===== config.mk =====
export PLATFORM = sky130hd
export DESIGN_NAME = uart_rx
export DESIGN_NICKNAME = d
export VERILOG_FILES = /design/src/rtl/uart_pkg.sv /design/src/rtl/uart_rx_sync.sv /design/src/rtl/uart_rx.sv
export SDC_FILE = /design/constraint.sdc
export NUM_CORES = 1
export LEC_CHECK = 0
export ABC_CLOCK_PERIOD_IN_PS = 3300
export CAP_MARGIN = 30
export CORE_ASPECT_RATIO = 1.4
export CORE_MARGIN = 4
export CORE_UTILIZATION = 40
export DETAILED_ROUTE_END_ITERATION = 10
export GPL_ROUTABILITY_DRIVEN = 1
export PLACE_DENSITY = 0.59
export SLEW_MARGIN = 20
export SYNTH_ARGS = -nofsm -noshare
export SYNTH_HDL_FRONTEND = slang
export SYNTH_SLANG_ARGS = --single-unit

===== constraint.sdc =====
create_clock -name i_clk -period 3.3 [get_ports i_clk]
set_input_delay 0.66 -clock i_clk [delete_from_list [all_inputs] [get_ports i_clk]]
set_output_delay 0.66 -clock i_clk [all_outputs]
set_load 0.02 [all_outputs]

===== src/rtl/uart_pkg.sv =====
// Shared UART definitions: FSM state encodings used by both receiver and transmitter,
// default bit timing, and small helpers.
package uart_pkg;

    typedef enum logic [2:0] {
        IDLE      = 3'd0,
        START_BIT = 3'd1,
        DATA_BITS = 3'd2,
        STOP_BIT  = 3'd3,
        CLEANUP   = 3'd4
    } uart_state_e;

    // 50 MHz system clock at 115200 baud
    localparam int DEFAULT_CLKS_PER_BIT = 434;

    localparam int DATA_BITS_PER_FRAME = 8;

    function automatic logic majority3(input logic a, input logic b, input logic c);
        return (a & b) | (a & c) | (b & c);
    endfunction

endpackage


===== src/rtl/uart_rx_sync.sv =====
// Two-flop synchroniser for an asynchronous, idle-high input, plus a "previous" flop
// for falling-edge detection. All flops reset to 1 so reset never fakes an edge.
module uart_rx_sync (
    input  logic i_clk,
    input  logic i_rst_n,
    input  logic i_async,
    output logic o_sync,
    output logic o_fall
);

    logic r_meta;
    logic r_sync;
    logic r_prev;

    always_ff @(posedge i_clk or negedge i_rst_n) begin
        if (!i_rst_n) begin
            r_meta <= 1'b1;
            r_sync <= 1'b1;
            r_prev <= 1'b1;
        end else begin
            r_meta <= i_async;
            r_sync <= r_meta;
            r_prev <= r_sync;
        end
    end

    assign o_sync = r_sync;
    assign o_fall = r_prev & ~r_sync;

endmodule


===== src/rtl/uart_rx.sv =====
// 8N1 UART receiver: start-edge detection, mid-bit 3-sample majority vote, and a
// one-cycle valid or framing-error pulse per frame.
module uart_rx
    import uart_pkg::*;
#(
    parameter int CLKS_PER_BIT = DEFAULT_CLKS_PER_BIT
) (
    input  logic       i_clk,
    input  logic       i_rst_n,
    input  logic       i_rx_serial,
    output logic       o_rx_dv,
    output logic [7:0] o_rx_byte,
    output logic       o_rx_frame_err,
    output logic       o_rx_active
);

    localparam int CNT_W = $clog2(CLKS_PER_BIT);
    localparam logic [CNT_W-1:0] MID    = CNT_W'((CLKS_PER_BIT - 1) / 2);
    localparam logic [CNT_W-1:0] MID_M1 = CNT_W'((CLKS_PER_BIT - 1) / 2 - 1);
    localparam logic [CNT_W-1:0] MID_P1 = CNT_W'((CLKS_PER_BIT - 1) / 2 + 1);
    localparam logic [CNT_W-1:0] LAST   = CNT_W'(CLKS_PER_BIT - 1);
    localparam logic [2:0]       LAST_INDEX = 3'(DATA_BITS_PER_FRAME - 1);

    logic w_sync;
    logic w_fall;
    logic w_vote;

    uart_state_e      r_state;
    logic [CNT_W-1:0] r_count;
    logic [2:0]       r_index;
    logic [7:0]       r_shift;
    logic             r_sample0;
    logic             r_sample1;
    logic [7:0]       r_rx_byte;
    logic             r_rx_dv;
    logic             r_rx_frame_err;
    logic             r_rx_active;

    uart_rx_sync u_sync (
        .i_clk   (i_clk),
        .i_rst_n (i_rst_n),
        .i_async (i_rx_serial),
        .o_sync  (w_sync),
        .o_fall  (w_fall)
    );

    // The vote resolves at MID+1 from the two stored samples and the live one
    assign w_vote = majority3(r_sample0, r_sample1, w_sync);

    always_ff @(posedge i_clk or negedge i_rst_n) begin
        if (!i_rst_n) begin
            r_sample0 <= 1'b1;
            r_sample1 <= 1'b1;
        end else begin
            if (r_count == MID_M1) begin
                r_sample0 <= w_sync;
            end
            if (r_count == MID) begin
                r_sample1 <= w_sync;
            end
        end
    end

    always_ff @(posedge i_clk or negedge i_rst_n) begin
        if (!i_rst_n) begin
            r_state        <= IDLE;
            r_count        <= '0;
            r_index        <= '0;
            r_shift        <= '0;
            r_rx_byte      <= '0;
            r_rx_dv        <= 1'b0;
            r_rx_frame_err <= 1'b0;
            r_rx_active    <= 1'b0;
        end else begin
            r_rx_dv        <= 1'b0;
            r_rx_frame_err <= 1'b0;

            case (r_state)
                IDLE: begin
                    r_count <= '0;
                    r_index <= '0;
                    if (w_fall) begin
                        r_state     <= START_BIT;
                        r_rx_active <= 1'b1;
                    end
                end

                START_BIT: begin
                    if (r_count == MID_P1 && w_vote) begin
                        r_state     <= IDLE;
                        r_count     <= '0;
                        r_rx_active <= 1'b0;
                    end else if (r_count == LAST) begin
                        r_state <= DATA_BITS;
                        r_count <= '0;
                    end else begin
                        r_count <= r_count + CNT_W'(1);
                    end
                end

                DATA_BITS: begin
                    if (r_count == MID_P1) begin
                        r_shift[r_index] <= w_vote;
                    end
                    if (r_count == LAST) begin
                        r_count <= '0;
                        if (r_index == LAST_INDEX) begin
                            r_index <= '0;
                            r_state <= STOP_BIT;
                        end else begin
                            r_index <= r_index + 3'd1;
                        end
                    end else begin
                        r_count <= r_count + CNT_W'(1);
                    end
                end

                // Decide at mid-stop so a back-to-back start edge is never missed
                STOP_BIT: begin
                    if (r_count == MID_P1) begin
                        if (w_vote) begin
                            r_rx_byte <= r_shift;
                            r_rx_dv   <= 1'b1;
                        end else begin
                            r_rx_frame_err <= 1'b1;
                        end
                        r_state <= CLEANUP;
                        r_count <= '0;
                    end else begin
                        r_count <= r_count + CNT_W'(1);
                    end
                end

                CLEANUP: begin
                    r_state     <= IDLE;
                    r_count     <= '0;
                    r_rx_active <= 1'b0;
                end

                default: begin
                    r_state     <= IDLE;
                    r_count     <= '0;
                    r_index     <= '0;
                    r_rx_active <= 1'b0;
                end
            endcase
        end
    end

    assign o_rx_dv        = r_rx_dv;
    assign o_rx_byte      = r_rx_byte;
    assign o_rx_frame_err = r_rx_frame_err;
    assign o_rx_active    = r_rx_active;

endmodule


==> results.toml <==
[timing]
total_neg_setup_slack_ns = 0
slew_headroom = 0.530
fmaxAchievable_mhz = 484
report.final.slew_viol_count = 0
rsz_0062_raised_after_global_routing = "no"
layout_worst_path_cycle_share = 0.626
timing.final.setup_violations = 0
fin_crit_ns = 2.07
hold_viol_final = 0
fin_worst_skew_ns = 0.00695
max_slew.worst_pin.slew_ns = 0.703

[logic_synthesis]
yosysSeqAreaShare = 0.517
synth_cell_type_count = 42
synth.area.top_cells = "sky130_fd_sc_hd__dfrtp_1, sky130_fd_sc_hd__mux2_2, sky130_fd_sc_hd__dfstp_2"
synth.largest_area_cell = "sky130_fd_sc_hd__dfrtp_1"
synth-edff-count = 0
synth.yosys.warnings = 0
synth.most_common_cell = "sky130_fd_sc_hd__dfrtp_1"
post_synth_inst_count = 164
yosysTopAreaCellShare = 0.448
synth_area_per_cell_um2 = 11.6
synth-async-reset-ratio = 1.00
synthesis.nets = 172
syn-cell-area_um2 = 1900
postSynth.topFlopCell = "sky130_fd_sc_hd__dfrtp_1"
netlist_top_cells_count = "sky130_fd_sc_hd__dfrtp_1, sky130_fd_sc_hd__mux2_2, sky130_fd_sc_hd__nor3_1"
ys_ff_latch = 39

[floorplanning]
row_count = 29
horizontal_die_dimension_um = 66.3
floorplan.die_area_um2 = 5930
initial_core_util = 0.416
io_pins = 14
fp.dieH_um = 89.6
design.core.area_um2 = 4570

[cells_and_area]
synthToLayoutAreaGrowth_pct = 15.1
nets = 188
layout-drive-gt1-share = 0.210
antenna_cells = 0

[clocking]
cts_tree = "yes"
clock_tree.htree_level_count = 2
numCtsBuffers = 5
number_of_hold_buffers_added_after_cts = 0
clockBufferDepth = 2
clk-insertion-delay-late_ns = 0.29
post_cts.resized_instances = 0
clkSinkCount = 39
path_clk_slew_ns = 0.07
cts_root_buf = "sky130_fd_sc_hd__clkbuf_8"
number_of_post_cts_setup_repair_buffers = 0

[run_status]
run_status = "complete, no violations"

[drt]
drt-wirelength-per-cell_um = 14.0
via_total_after_detailed_routing = 1284
drt_iter0_markers = 41
drt_pass1_iterations = 4
antenna_violating_nets_post_route = 0
vias_per_cell = 5.28
postRouteWirelength_um = 3410
drc_errors = 0

[power]
leakage_component_of_the_power_nw = 0.970
worst_ir_drop_vdd_mv = 0.320
finalPower_mw = 1.08
power_per_cell_area_nw_per_um2 = 496

[global_route]
grt_antenna_before_repair = 0
overflow = 0
first_global_vias = 1328
grt_first_pass_wirelength_um = 5930
grt.total_usage = 0.135
largest_net_degree_at_the_start_of_global_routing = 40

[critical_path]
worst_setup_end_kind = "register"
critical_path.cell_chain = "maj3_1, nand3_1, nor2_4, mux2_2"
arrival_time_reported_for_the_critical_path_endpoint_ns = 2.24
cp_slowest_cell = "sky130_fd_sc_hd__dfstp_2"
crit_buf_inv = 0
critical_path.max_stage_delay_ns = 0.56
worst_path_dominant_cell_family = "flip-flops"
timing_worst_setup_path_type = "register to register"
crit_path_start_kind = "register"
worst_ep_required_time_ns = 3.47
worstPathMaxFanout = 13

[flow_run]
cap_viol_max_count = 0

[placed_design]
post_detailed_placement_half_perimeter_wirelength_um = 2510
routability_driven_placement_congestion_ratio = 0.836
portBuffers = 13

[worst_hold_path]
hold_path.class = "input pin to asynchronous set/reset pin"
## area by class of cell
cell class / count / area (um^2)
clock buffer: 8 / 100
fill: 448 / 2380
inverter: 7 / 26.3
multi-input combinational: 113 / 856
sequential: 39 / 982
tap: 62 / 77.6
timing repair buffer: 14 / 145
## layout by cell type, fill, tap and decap left out, types with 2 or more instances in the layout
cell and instances:
sky130_fd_sc_hd__nand3_1 11, sky130_fd_sc_hd__and2b_1 2, sky130_fd_sc_hd__nor4_1 2, sky130_fd_sc_hd__mux2_2 17
sky130_fd_sc_hd__and3_1 2, sky130_fd_sc_hd__nor2_1 11, sky130_fd_sc_hd__nand4_1 4, sky130_fd_sc_hd__o22ai_1 2
sky130_fd_sc_hd__a32oi_1 3, sky130_fd_sc_hd__ha_1 5, sky130_fd_sc_hd__nand2_1 5, sky130_fd_sc_hd__xor2_1 3
sky130_fd_sc_hd__dfrtp_1 34, sky130_fd_sc_hd__nor2b_1 3, sky130_fd_sc_hd__o21ai_0 5, sky130_fd_sc_hd__nor3_1 12
sky130_fd_sc_hd__clkbuf_8 7, sky130_fd_sc_hd__a31oi_1 2, sky130_fd_sc_hd__nor3b_1 2, sky130_fd_sc_hd__xnor2_1 4
sky130_fd_sc_hd__inv_1 7, sky130_fd_sc_hd__clkdlybuf4s50_1 12, sky130_fd_sc_hd__dfstp_2 5
## stage by stage
step                      instance area (um^2)  hold WS, ns  cells  setup WS (ns)   util
after detailed placement                  2070        0.349    234           1.21  0.452
after global placement                    2070        0.346    234           1.27  0.452
final                                     2190        0.202    243           1.23  0.478
after global routing                      2190        0.205    243           1.10  0.478
after CTS                                 2170        0.360    242           1.20  0.474
after floorplan                           1900        0.345    164           1.61      -
## flip-flops by register name (all words and copies together) (netlist names)
register and count:
o_rx_frame_err 1, r_sample0 1, r_count 9, u_sync.r_meta 1, u_sync.o_sync 1, r_index 3, u_sync.r_prev 1, r_state 3
o_rx_dv 1, o_rx_active 1, o_rx_byte 8, r_shift 8, r_sample1 1
## worst reg2reg max path, cell delays in order (launching register included)
cell	delay, ns
sky130_fd_sc_hd__dfstp_2	0.56
sky130_fd_sc_hd__maj3_1	0.51
sky130_fd_sc_hd__nand3_1	0.24
sky130_fd_sc_hd__nor2_4	0.27
sky130_fd_sc_hd__mux2_2	0.37
## cell families after synthesis
family | count (synthesis) | share of synthesized area
AOI/OAI and AO/OA | 18 | 0.0744
xor gates and xnor gates | 7 | 0.0323
adders and majority gates | 6 | 0.0382
buffers and inverters | 12 | 0.0329
DFF | 39 | 0.517
muxes | 18 | 0.107
and+or+nand+nor | 64 | 0.199
## metal layers
| metal | routed length (um) | vias to the layer above | global-route usage |
|---|---|---|---|
| met3 | 105 | 5 | 0.0340 |
| met5 | 0 | - | 0 |
| met2 | 1820 | 15 | 0.247 |
| met4 | 65 | 0 | 0.0628 |
| met1 | 1420 | 641 | 0.144 |
| li1 | - | 623 | - |
## path summary, 6_finish.rpt
kind                                       endpoint  slack (ns)  depth (start not counted)               startpoint
max reg2reg                o_rx_byte[3]$_DFFE_PN0P_        1.23                          4  u_sync.o_sync$_DFF_PN1_
min in group i_clk          u_sync.o_sync$_DFF_PN1_        0.36                          0  u_sync.r_meta$_DFF_PN1_
min                        o_rx_byte[7]$_DFFE_PN0P_        0.20                          1                  i_rst_n
max                        o_rx_byte[3]$_DFFE_PN0P_        1.23                          4  u_sync.o_sync$_DFF_PN1_
max in group asynchronous   u_sync.r_prev$_DFF_PN1_        2.62                          2                  i_rst_n
min reg2reg                 u_sync.o_sync$_DFF_PN1_        0.36                          0  u_sync.r_meta$_DFF_PN1_
## where the power goes
part / switching (mW) / internal, mW
Clock: 0.151 / 0.190
Sequential: 0.0704 / 0.523
Combinational: 0.0738 / 0.0759
(Power assumes the default switching activity.)
